File: config.mk
export PLATFORM = sky130hd
export DESIGN_NAME = operand_fetch_flat
export DESIGN_NICKNAME = d
export VERILOG_FILES = /design/src/rtl/rriscv_pkg.sv /design/src/rtl/operand_fetch_if.sv /design/src/rtl/operand_bypass.sv /design/src/rtl/operand_fetch.sv /design/src/flat_wrapper.sv
export SDC_FILE = /design/constraint.sdc
export NUM_CORES = 1
export LEC_CHECK = 0
export BUFFER_PORTS_ARGS = -buffer_cell sky130_fd_sc_hd__buf_2
export CAP_MARGIN = 20
export CORE_MARGIN = 2
export CORE_UTILIZATION = 40
export CTS_CLUSTER_DIAMETER = 50
export DETAILED_ROUTE_END_ITERATION = 10
export PLACE_DENSITY_LB_ADDON = 0.3
export SYNTH_ARGS = -nofsm -noshare
export SYNTH_HDL_FRONTEND = slang
export SYNTH_SLANG_ARGS = --single-unit
export TNS_END_PERCENT = 1
File: constraint.sdc
create_clock -name clk_i -period 2.61 [get_ports clk_i]
set_input_delay 0.522 -clock clk_i [delete_from_list [all_inputs] [get_ports clk_i]]
set_output_delay 0.522 -clock clk_i [all_outputs]
set_load 0.005 [all_outputs]
File: src/rtl/rriscv_pkg.sv
// Shared core constants and inter-stage bundles.
// Operand fetch uses XLEN, AW and operand_t.
package rriscv_pkg;

    localparam int XLEN = 32;
    localparam int AW   = $clog2(XLEN);

    typedef struct packed {
        logic [XLEN-1:0] a;
        logic [XLEN-1:0] b;
        logic [AW-1:0]   rd;
        logic            we;
    } operand_t;

endpackage

File: src/rtl/operand_fetch_if.sv
// Issue, register file, writeback and operand handshake bundle.
// master = surrounding pipeline, slave = operand_fetch.
interface operand_fetch_if;
    import rriscv_pkg::*;

    logic            issue_valid_i;
    logic            issue_ready_o;
    logic [AW-1:0]   issue_rs1_i;
    logic [AW-1:0]   issue_rs2_i;
    logic [AW-1:0]   issue_rd_i;
    logic            issue_we_i;

    logic [AW-1:0]   rf_raddr_a_o;
    logic [AW-1:0]   rf_raddr_b_o;
    logic [XLEN-1:0] rf_data_a_i;
    logic [XLEN-1:0] rf_data_b_i;

    logic            wb_valid_i;
    logic [AW-1:0]   wb_addr_i;
    logic [XLEN-1:0] wb_data_i;

    logic            op_valid_o;
    logic            op_ready_i;
    logic [XLEN-1:0] op_a_o;
    logic [XLEN-1:0] op_b_o;
    logic [AW-1:0]   op_rd_o;
    logic            op_we_o;

    modport master (
        output issue_valid_i, issue_rs1_i, issue_rs2_i,
        output issue_rd_i, issue_we_i,
        input  issue_ready_o,
        input  rf_raddr_a_o, rf_raddr_b_o,
        output rf_data_a_i, rf_data_b_i,
        output wb_valid_i, wb_addr_i, wb_data_i,
        input  op_valid_o, op_a_o, op_b_o, op_rd_o, op_we_o,
        output op_ready_i
    );

    modport slave (
        input  issue_valid_i, issue_rs1_i, issue_rs2_i,
        input  issue_rd_i, issue_we_i,
        output issue_ready_o,
        output rf_raddr_a_o, rf_raddr_b_o,
        input  rf_data_a_i, rf_data_b_i,
        input  wb_valid_i, wb_addr_i, wb_data_i,
        output op_valid_o, op_a_o, op_b_o, op_rd_o, op_we_o,
        input  op_ready_i
    );

endinterface

File: src/rtl/operand_bypass.sv
// Per-source operand select: x0, writeback forward, then register file.
module operand_bypass #(
    parameter int XLEN = rriscv_pkg::XLEN,
    parameter int AW   = rriscv_pkg::AW
) (
    input  logic [AW-1:0]   rs_i,
    input  logic [XLEN-1:0] rf_data_i,
    input  logic            wb_live_i,
    input  logic [AW-1:0]   wb_addr_i,
    input  logic [XLEN-1:0] wb_data_i,
    output logic [XLEN-1:0] data_o
);

    always_comb begin
        data_o = rf_data_i;
        unique case (1'b1)
            (rs_i == '0):
                data_o = '0;
            (wb_live_i && wb_addr_i == rs_i):
                data_o = wb_data_i;
            default:
                data_o = rf_data_i;
        endcase
    end

endmodule

File: src/rtl/operand_fetch.sv
// Operand fetch stage: scoreboard hazard check, writeback bypass
// and a single output operand register.
module operand_fetch #(
    parameter int XLEN = rriscv_pkg::XLEN
) (
    input  logic            clk_i,
    input  logic            rst_n_i,
    input  logic            halt_i,
    input  logic            flush_i,
    operand_fetch_if.slave  bus,
    output logic [XLEN-1:0] busy_o
);
    import rriscv_pkg::*;

    logic [AW-1:0]   rs1, rs2, rd;
    logic [XLEN-1:0] opnd_a, opnd_b;
    logic [XLEN-1:0] busy_q, busy_d, set_vec, clr_vec;
    logic            wb_live, fwd1, fwd2, wb_clears_rd;
    logic            hazard, ready, accept;
    logic            op_valid_q;
    operand_t        op_q, op_d;

    assign rs1 = bus.issue_rs1_i;
    assign rs2 = bus.issue_rs2_i;
    assign rd  = bus.issue_rd_i;

    assign bus.rf_raddr_a_o = rs1;
    assign bus.rf_raddr_b_o = rs2;

    // The register file drops writes while halted, so bypass must too.
    assign wb_live = bus.wb_valid_i & ~halt_i;

    operand_bypass #(.XLEN(XLEN), .AW(AW)) u_byp_a (
        .rs_i      (rs1),
        .rf_data_i (bus.rf_data_a_i),
        .wb_live_i (wb_live),
        .wb_addr_i (bus.wb_addr_i),
        .wb_data_i (bus.wb_data_i),
        .data_o    (opnd_a)
    );

    operand_bypass #(.XLEN(XLEN), .AW(AW)) u_byp_b (
        .rs_i      (rs2),
        .rf_data_i (bus.rf_data_b_i),
        .wb_live_i (wb_live),
        .wb_addr_i (bus.wb_addr_i),
        .wb_data_i (bus.wb_data_i),
        .data_o    (opnd_b)
    );

    assign fwd1         = bus.wb_valid_i & (bus.wb_addr_i == rs1);
    assign fwd2         = bus.wb_valid_i & (bus.wb_addr_i == rs2);
    assign wb_clears_rd = bus.wb_valid_i & (bus.wb_addr_i == rd);

    assign hazard = (busy_q[rs1] & ~fwd1)
                  | (busy_q[rs2] & ~fwd2)
                  | (bus.issue_we_i & busy_q[rd] & ~wb_clears_rd);

    assign ready  = ~halt_i & ~flush_i & ~hazard
                  & (~op_valid_q | bus.op_ready_i);
    assign accept = bus.issue_valid_i & ready;

    always_comb begin
        op_d    = '{a: opnd_a, b: opnd_b, rd: rd, we: bus.issue_we_i};
        set_vec = '0;
        clr_vec = '0;
        if (accept && bus.issue_we_i && rd != '0)
            set_vec[rd] = 1'b1;
        if (bus.wb_valid_i && bus.wb_addr_i != '0)
            clr_vec[bus.wb_addr_i] = 1'b1;
        // Set is applied after clear so a same-cycle re-issue stays busy.
        busy_d    = (busy_q & ~clr_vec) | set_vec;
        busy_d[0] = 1'b0;
    end

    always_ff @(posedge clk_i or negedge rst_n_i) begin
        if (!rst_n_i) begin
            op_valid_q <= 1'b0;
            op_q       <= '0;
            busy_q     <= '0;
        end else if (halt_i) begin
            op_valid_q <= op_valid_q;
        end else if (flush_i) begin
            op_valid_q <= 1'b0;
            busy_q     <= '0;
        end else begin
            if (accept) begin
                op_valid_q <= 1'b1;
                op_q       <= op_d;
            end else if (bus.op_ready_i) begin
                op_valid_q <= 1'b0;
            end
            busy_q <= busy_d;
        end
    end

    assign bus.issue_ready_o = ready;
    assign bus.op_valid_o    = op_valid_q;
    assign bus.op_a_o        = op_q.a;
    assign bus.op_b_o        = op_q.b;
    assign bus.op_rd_o       = op_q.rd;
    assign bus.op_we_o       = op_q.we;
    assign busy_o            = busy_q;

endmodule
File: src/flat_wrapper.sv
// flat-port wrapper written by rule: the top's interface ports become plain ports
module operand_fetch_flat import rriscv_pkg::*;
#(
    parameter int XLEN = rriscv_pkg::XLEN
)
  (clk_i, rst_n_i, halt_i, flush_i, busy_o, bus_issue_valid_i, bus_issue_rs1_i, bus_issue_rs2_i, bus_issue_rd_i, bus_issue_we_i, bus_issue_ready_o, bus_rf_raddr_a_o, bus_rf_raddr_b_o, bus_rf_data_a_i, bus_rf_data_b_i, bus_wb_valid_i, bus_wb_addr_i, bus_wb_data_i, bus_op_valid_o, bus_op_a_o, bus_op_b_o, bus_op_rd_o, bus_op_we_o, bus_op_ready_i);
  operand_fetch_if bus_i ();
  input  logic clk_i;
  input  logic rst_n_i;
  input  logic halt_i;
  input  logic flush_i;
  output logic [XLEN-1:0] busy_o;
  input wire logic [$bits(bus_i.issue_valid_i)-1:0] bus_issue_valid_i;
  input wire logic [$bits(bus_i.issue_rs1_i)-1:0] bus_issue_rs1_i;
  input wire logic [$bits(bus_i.issue_rs2_i)-1:0] bus_issue_rs2_i;
  input wire logic [$bits(bus_i.issue_rd_i)-1:0] bus_issue_rd_i;
  input wire logic [$bits(bus_i.issue_we_i)-1:0] bus_issue_we_i;
  output wire logic [$bits(bus_i.issue_ready_o)-1:0] bus_issue_ready_o;
  output wire logic [$bits(bus_i.rf_raddr_a_o)-1:0] bus_rf_raddr_a_o;
  output wire logic [$bits(bus_i.rf_raddr_b_o)-1:0] bus_rf_raddr_b_o;
  input wire logic [$bits(bus_i.rf_data_a_i)-1:0] bus_rf_data_a_i;
  input wire logic [$bits(bus_i.rf_data_b_i)-1:0] bus_rf_data_b_i;
  input wire logic [$bits(bus_i.wb_valid_i)-1:0] bus_wb_valid_i;
  input wire logic [$bits(bus_i.wb_addr_i)-1:0] bus_wb_addr_i;
  input wire logic [$bits(bus_i.wb_data_i)-1:0] bus_wb_data_i;
  output wire logic [$bits(bus_i.op_valid_o)-1:0] bus_op_valid_o;
  output wire logic [$bits(bus_i.op_a_o)-1:0] bus_op_a_o;
  output wire logic [$bits(bus_i.op_b_o)-1:0] bus_op_b_o;
  output wire logic [$bits(bus_i.op_rd_o)-1:0] bus_op_rd_o;
  output wire logic [$bits(bus_i.op_we_o)-1:0] bus_op_we_o;
  input wire logic [$bits(bus_i.op_ready_i)-1:0] bus_op_ready_i;
  assign bus_i.issue_valid_i = bus_issue_valid_i;
  assign bus_i.issue_rs1_i = bus_issue_rs1_i;
  assign bus_i.issue_rs2_i = bus_issue_rs2_i;
  assign bus_i.issue_rd_i = bus_issue_rd_i;
  assign bus_i.issue_we_i = bus_issue_we_i;
  assign bus_issue_ready_o = bus_i.issue_ready_o;
  assign bus_rf_raddr_a_o = bus_i.rf_raddr_a_o;
  assign bus_rf_raddr_b_o = bus_i.rf_raddr_b_o;
  assign bus_i.rf_data_a_i = bus_rf_data_a_i;
  assign bus_i.rf_data_b_i = bus_rf_data_b_i;
  assign bus_i.wb_valid_i = bus_wb_valid_i;
  assign bus_i.wb_addr_i = bus_wb_addr_i;
  assign bus_i.wb_data_i = bus_wb_data_i;
  assign bus_op_valid_o = bus_i.op_valid_o;
  assign bus_op_a_o = bus_i.op_a_o;
  assign bus_op_b_o = bus_i.op_b_o;
  assign bus_op_rd_o = bus_i.op_rd_o;
  assign bus_op_we_o = bus_i.op_we_o;
  assign bus_i.op_ready_i = bus_op_ready_i;
  operand_fetch #(.XLEN(XLEN)) u_core (.clk_i(clk_i), .rst_n_i(rst_n_i), .halt_i(halt_i), .flush_i(flush_i), .bus(bus_i), .busy_o(busy_o));
endmodule
Word level (Yosys, flattened, before mapping)
Index checks and enable logic that the tools add are counted.
{"block": "word_totals", "register_bits": 103, "out_inout_bits": 114, "word_cells": 72, "input_bits": 124}
{"block": "classes", "n_reduce_logical": 14, "order_cmp": 6, "n_eq_ne": 3, "bitwise": 25, "mux": 18}
{"cell": "$pmux W32 S2", "count": 2}
{"cell": "$mux W32", "count": 3}
{"cell": "$and A32 B32 Y32", "count": 1}
{"cell": "$not A32 Y32", "count": 1}
{"cell": "$or A32 B32 Y32", "count": 1}
{"cell": "$lt A5 B6 Y1 const B", "count": 4}
{"cell": "$bmux W1 S5", "count": 3}
{"cell": "$eq A5 B5 Y1", "count": 3}
{"cell": "$and A1 B1 Y1", "count": 12}
{"cell": "$demux W1 S5", "count": 2}
{"cell": "$ge A5 B1 Y1 const B", "count": 2}
{"cell": "$logic_not A5 Y1", "count": 2}
{"cell": "$reduce_bool A5 Y1", "count": 2}
{"cell": "$mux W1", "count": 8}
{"cell": "$logic_and A1 B1 Y1", "count": 7}
{"cell": "$not A1 Y1", "count": 7}
{"cell": "$or A1 B1 Y1", "count": 3}
{"cell": "$reduce_and A3 Y1", "count": 1}
{"cell": "$reduce_bool A3 Y1", "count": 1}
{"cell": "$reduce_and A2 Y1", "count": 1}

Longest topological paths before layout
{"block": "logic_depth", "ltp_word": 15, "depth_mapped": 11, "ltp_nobuf": 7}

Modules after synthesis
From an unflattened synthesis, not the netlist that was laid out.
{"block": "unflattened", "hier_cells": 701, "hier_area_um2": 7155.6}
{"module": "operand_fetch", "n_inst": 1, "seq_area_each_um2": 2552.4, "area_per_inst_um2": 5731.7, "cells_per_inst": 475}
{"module": "operand_bypass", "n_inst": 2, "seq_area_each_um2": 0.0, "area_per_inst_um2": 711.9, "cells_per_inst": 113}

Least setup slack after synthesis
Ideal clock, no wire load.
{"block": "synth_path", "kind": "input -> register", "start": "input port bus_issue_rs1_i[1]", "end": "register u_core.op_q, in the netlist u_core.bus.op_a_o[0]", "setup_slack_ns": -0.280, "required_time_ns": 2.485, "cell_stages": 10, "n_path_buf": 3, "arrival_time_ns": 2.765, "setup_time_ns": 0.125, "path_cell_list": "buf_1 mux4_2 o21ba_2 a221o_1 nand4_1 nand3_1 nor3b_1 buf_2 buf_4 mux2_2"}
{"block": "synth_via", "elab_chain_len": 11, "word_cells_on_any_way": 16, "cone_classes": "1 x eq/ne; 3 x mux; 9 x bitwise; 3 x reduce/logical"}
{"item": "start: declaration", "line_no": "flat_wrapper.sv:14", "rtl": "input wire logic [$bits(bus_i.issue_rs1_i)-1:0] bus_issue_rs1_i;"}
{"item": "parallel branches: the longest is 11 deep, another holds $bmux W1 S5"}
{"item": "end signal: assignment", "line_no": "operand_fetch.sv:89", "rtl": "op_q <= op_d;"}
{"item": "end: declaration", "line_no": "operand_fetch.sv:21", "rtl": "operand_t op_q, op_d;"}
Parallel ways; which one is timed is not known. The select of a mux whose other input is x is not followed.
A chain may end at the register's enable or synchronous reset.

Final worst setup path
{"block": "layout_path", "start": "register u_core.busy_q[15] (netlist: u_core.busy_o[15])", "end": "output port bus_issue_ready_o"}
{"block": "layout_via", "elab_chain_len": 8, "word_cells_on_any_way": 15, "cone_classes": "6 x mux; 9 x bitwise"}
{"item": "start: declaration", "line_no": "operand_fetch.sv:17", "rtl": "logic [XLEN-1:0] busy_q, busy_d, set_vec, clr_vec;"}
{"item": "start signal: assignment", "line_no": "operand_fetch.sv:93", "rtl": "busy_q <= busy_d;"}
{"item": "$bmux W1 S5, on equally long branches", "line_no": "operand_fetch.sv:55, operand_fetch.sv:56, operand_fetch.sv:57"}
{"item": "$mux W1, on equally long branches", "line_no": "operand_fetch.sv:55, operand_fetch.sv:56, operand_fetch.sv:57"}
{"item": "$and A1 B1 Y1, on equally long branches", "line_no": "operand_fetch.sv:55, operand_fetch.sv:56, operand_fetch.sv:57"}
{"item": "$or A1 B1 Y1 or $and A1 B1 Y1 (tied branches)", "line_no": "operand_fetch.sv:56, operand_fetch.sv:57"}
{"item": "$or A1 B1 Y1 (*)", "line_no": "operand_fetch.sv:57", "rtl": "| (bus.issue_we_i & busy_q[rd] & ~wb_clears_rd);"}
{"item": "$not A1 Y1 (*)", "line_no": "operand_fetch.sv:59", "rtl": "assign ready = ~halt_i & ~flush_i & ~hazard"}
{"item": "$and A1 B1 Y1 (*)", "line_no": "operand_fetch.sv:59"}
{"item": "$and A1 B1 Y1 (*)", "line_no": "operand_fetch.sv:60", "rtl": "& (~op_valid_q | bus.op_ready_i);"}
{"item": "end: declaration", "line_no": "flat_wrapper.sv:18", "rtl": "output wire logic [$bits(bus_i.issue_ready_o)-1:0] bus_issue_ready_o;"}
Every way passes the cells marked *; elsewhere a longest branch is shown, timed or not. The select of a mux whose other input is x is not followed.

==> results.md <==
* Post-synth EDFFs at 0
* DRT antenna net count at 0
* Failing checks: setup timing
* Layout net count at 975
* Yosys top cell area share at 0.417
* CP Capture Type: primary output
* Initial antenna violation count at 0
* Die Area at 16,300 sq um
* Most common flop cell mapped by yosys: dfrtp_1
* Die width at 128 um
* Share of the yosys chip area belonging to registers at 0.417
* Skew final at 0.0134 ns
* Fin crit share at 1.10
* Max Transition Viols Final at 0
* Synth Register Bits at 102
* DRT Wirelength at 21,800 um
* GP Congestion at 0.977
* Largest net degree at the start of global routing at 56
* CTS sink count at 102
* RSZ-0062 raised after global routing: yes
* Critical Path AT at 2.34 ns
* Diodes inserted at 0
* Rel. slew slack at 0.554
* Clk buf depth at 2
* DRC at 0
* Final Critical Period at 2.86 ns
* Initial drt markers at 633
* H-Tree Level Count at 3
* Post-Synthesis Cells at 574
* Ys async rst share at 1.00
* YS warnings at 0
* Post-synth top area cell: dfrtp_1
* Most common cell in the netlist: dfrtp_1
* Area growth from synthesis to layout at 37.0%
* Tot GR Track Use at 0.258
* Final setup viols at 102
* Distinct cells, synth at 49
* Register area at 2550 sq um
* 1st-pass router iterations at 5
* I/O Buffers at 236
* Worst R2R Start: u_core.busy_o[15]$_DFFE_PN0N_
* Clock slew at reported path FFs at 0.08 ns
* First-pass GRT wire length at 32,500 um
* Row cnt at 45
* Vias post-DR at 6,073
* CP required at 2.09 ns
* Pwr Total at 4.63 mW
* Vias in the first global route at 5,828
* Leakage at 4.16 nW
* Fillers at 1,339
* Endpoints failing hold at 0
* Hold WS at 0.181 ns
* Reg-to-reg endpoint: u_core.bus.op_rd_o[4]$_DFFE_PN0P_
* Hold Path Class: input pin to async pin
* Post-synthesis net count at 698
* Post-route setup slack at -0.254 ns
* R2R setup slack at -0.25 ns
* Area of the multi-input gates at 3280 sq um
* Clk Latency, worst-skew pair at 0.36 ns
* Worst-margin pin slew at 0.668 ns
* CP max FO at 2
* Reg2reg path depth at 8
* Num CTS Buffers at 9
* Core Region at 15,100 sq um
* Layout cells sized above 1 at 0.526
* Post-synthesis cell area at 6120 sq um
* Setup CP Type: flop to primary output
* CTS Hold Bufs at 0
* Status: finished, violations left
* Worst setup SP type: flop
* Final HPWL DP at 15,900 um
* Clock Root Buffer: clkbuf_16
* Design area at 8390 sq um
* Die Y at 128 um
* Highest clock rate at 349 MHz
* VDD IR max at 0.000348 V
* GRT Residual Overflow at 0
* Syn Area/Cell at 10.7 sq um
* Synth top area cells: dfrtp_1 (42%), mux2_2 (14%), a22o_1 (9.2%), mux4_2 (5.5%), o21ai_0 (5.1%)
* I/O pin count at 238
* CTS tree: yes
* Post-layout util at 0.556
* Power density over the cells at 552 nW/um^2
* Initial Utilization at 0.406
* Placed cell areas at 7940 sq um
* Max-cap violation count at 0
* Average routed wire per standard cell at 20.9 um
* Most common library cells after synthesis: dfrtp_1 (102), mux2_2 (74), a22o_1 (64), o21ai_0 (62), nand2_1 (46)
* Vias per inst at 5.82
cell families (layout without fill, tap and decap cells):
logic type	count (synthesis)	count (layout)	share of synthesized area
buffers and inverters	65	347	0.0566
flip-flops	102	102	0.417
XOR/XNOR	15	15	0.0215
AND/OR/NAND/NOR	111	111	0.0887
AO/OA/AOI/OAI	174	174	0.192
other	1	1	0.000612
multiplexers	106	106	0.224
worst max-delay path, stage by stage (launching register included):
cell	delay (ns)
dfrtp_1	0.43
mux4_2	0.49
mux2_4	0.26
a221o_1	0.34
nand4_1	0.14
and4b_1	0.20
buf_2	0.13
cell type report:
class,count,area share
clock inverter,7,0.0103
multi-input combinational,407,0.391
inverter,4,0.00179
clock buffer,9,0.0268
timing repair buffer,327,0.238
tap,188,0.0280
sequential,102,0.304
registers in the layout (all words and copies together) (netlist names):
signal / count
u_core.bus.op_a_o: 32
u_core.bus.op_b_o: 32
u_core.busy_o: 31
u_core.bus.op_rd_o: 5
u_core.bus.op_valid_o: 1
u_core.bus.op_we_o: 1
how the worst max path moves through the flow:
stage / start / endpoint / slack, ns / cells past startpoint
final: u_core.busy_o[15]$_DFFE_PN0N_ / bus_issue_ready_o / -0.25 / 6
after global routing: u_core.busy_o[15]$_DFFE_PN0N_ / bus_issue_ready_o / -0.34 / 7
after CTS: u_core.busy_o[15]$_DFFE_PN0N_ / bus_issue_ready_o / -0.25 / 7
after detailed placement: bus_issue_rs1_i[0] / u_core.bus.op_b_o[23]$_DFFE_PN0P_ / -0.61 / 9
after global placement: bus_issue_rs1_i[0] / u_core.bus.op_a_o[26]$_DFFE_PN0P_ / -0.53 / 9
after floorplan: bus_issue_rs1_i[0] / u_core.busy_o[24]$_DFFE_PN0N_ / -0.12 / 10
per-stage QoR:
| stage | setup slack, ns | TNS (ns) | std cells |
|---|---|---|---|
| finish | -0.254 | -16.70 | 1044 |
| global route | -0.335 | -24.30 | 1044 |
| CTS | -0.254 | -18.52 | 1042 |
| detailed placement | -0.614 | -56.04 | 1023 |
| global placement | -0.531 | -48.56 | 1023 |
| floorplan | -0.119 | -8.31 | 574 |
layer usage:
metal | global-route usage | share of wire
met1 | 0.338 | 0.39
met2 | 0.426 | 0.49
met5 | 0 | 0
met3 | 0.0538 | 0.090
met4 | 0.0944 | 0.031
cell usage in the layout, fill, tap and decap left out, types with 3 or more instances in the layout:
cell and instances:
nor3b_1 7, dfrtp_1 101, mux2_2 73, nor2b_1 3, clkbuf_16 11, nand3_1 5, nor4_1 3, buf_4 83
mux2i_1 14, buf_2 234, xnor2_1 7, a21oi_1 31, inv_1 3, a22o_1 64, o21ai_1 16, nor3_1 6
buf_12 5, clkinv_8 3, nand2_1 46, o21ai_0 47, and3_1 3, nand4_1 4, nor2_1 17, xor2_1 8
inv_6 3, mux4_2 17
timing repair:
item | CTS | global route
endpoints found under the hold margin | 0 | 0
setup buffers | 2 | 0
gates cloned | 1 | 2
pin swaps | 3 | 2
gates resized for setup | 14 | 13
setup endpoints to repair | 102 | 103
report_power, final:
group	leakage (nW)	internal, mW	switching (mW)	total (mW)
clock	0.151	0.690	0.694	1.38
sequential	1.29	1.89	0.158	2.05
combinational	2.72	0.667	0.537	1.20
Note: power is estimated with default switching activity, not from simulation.
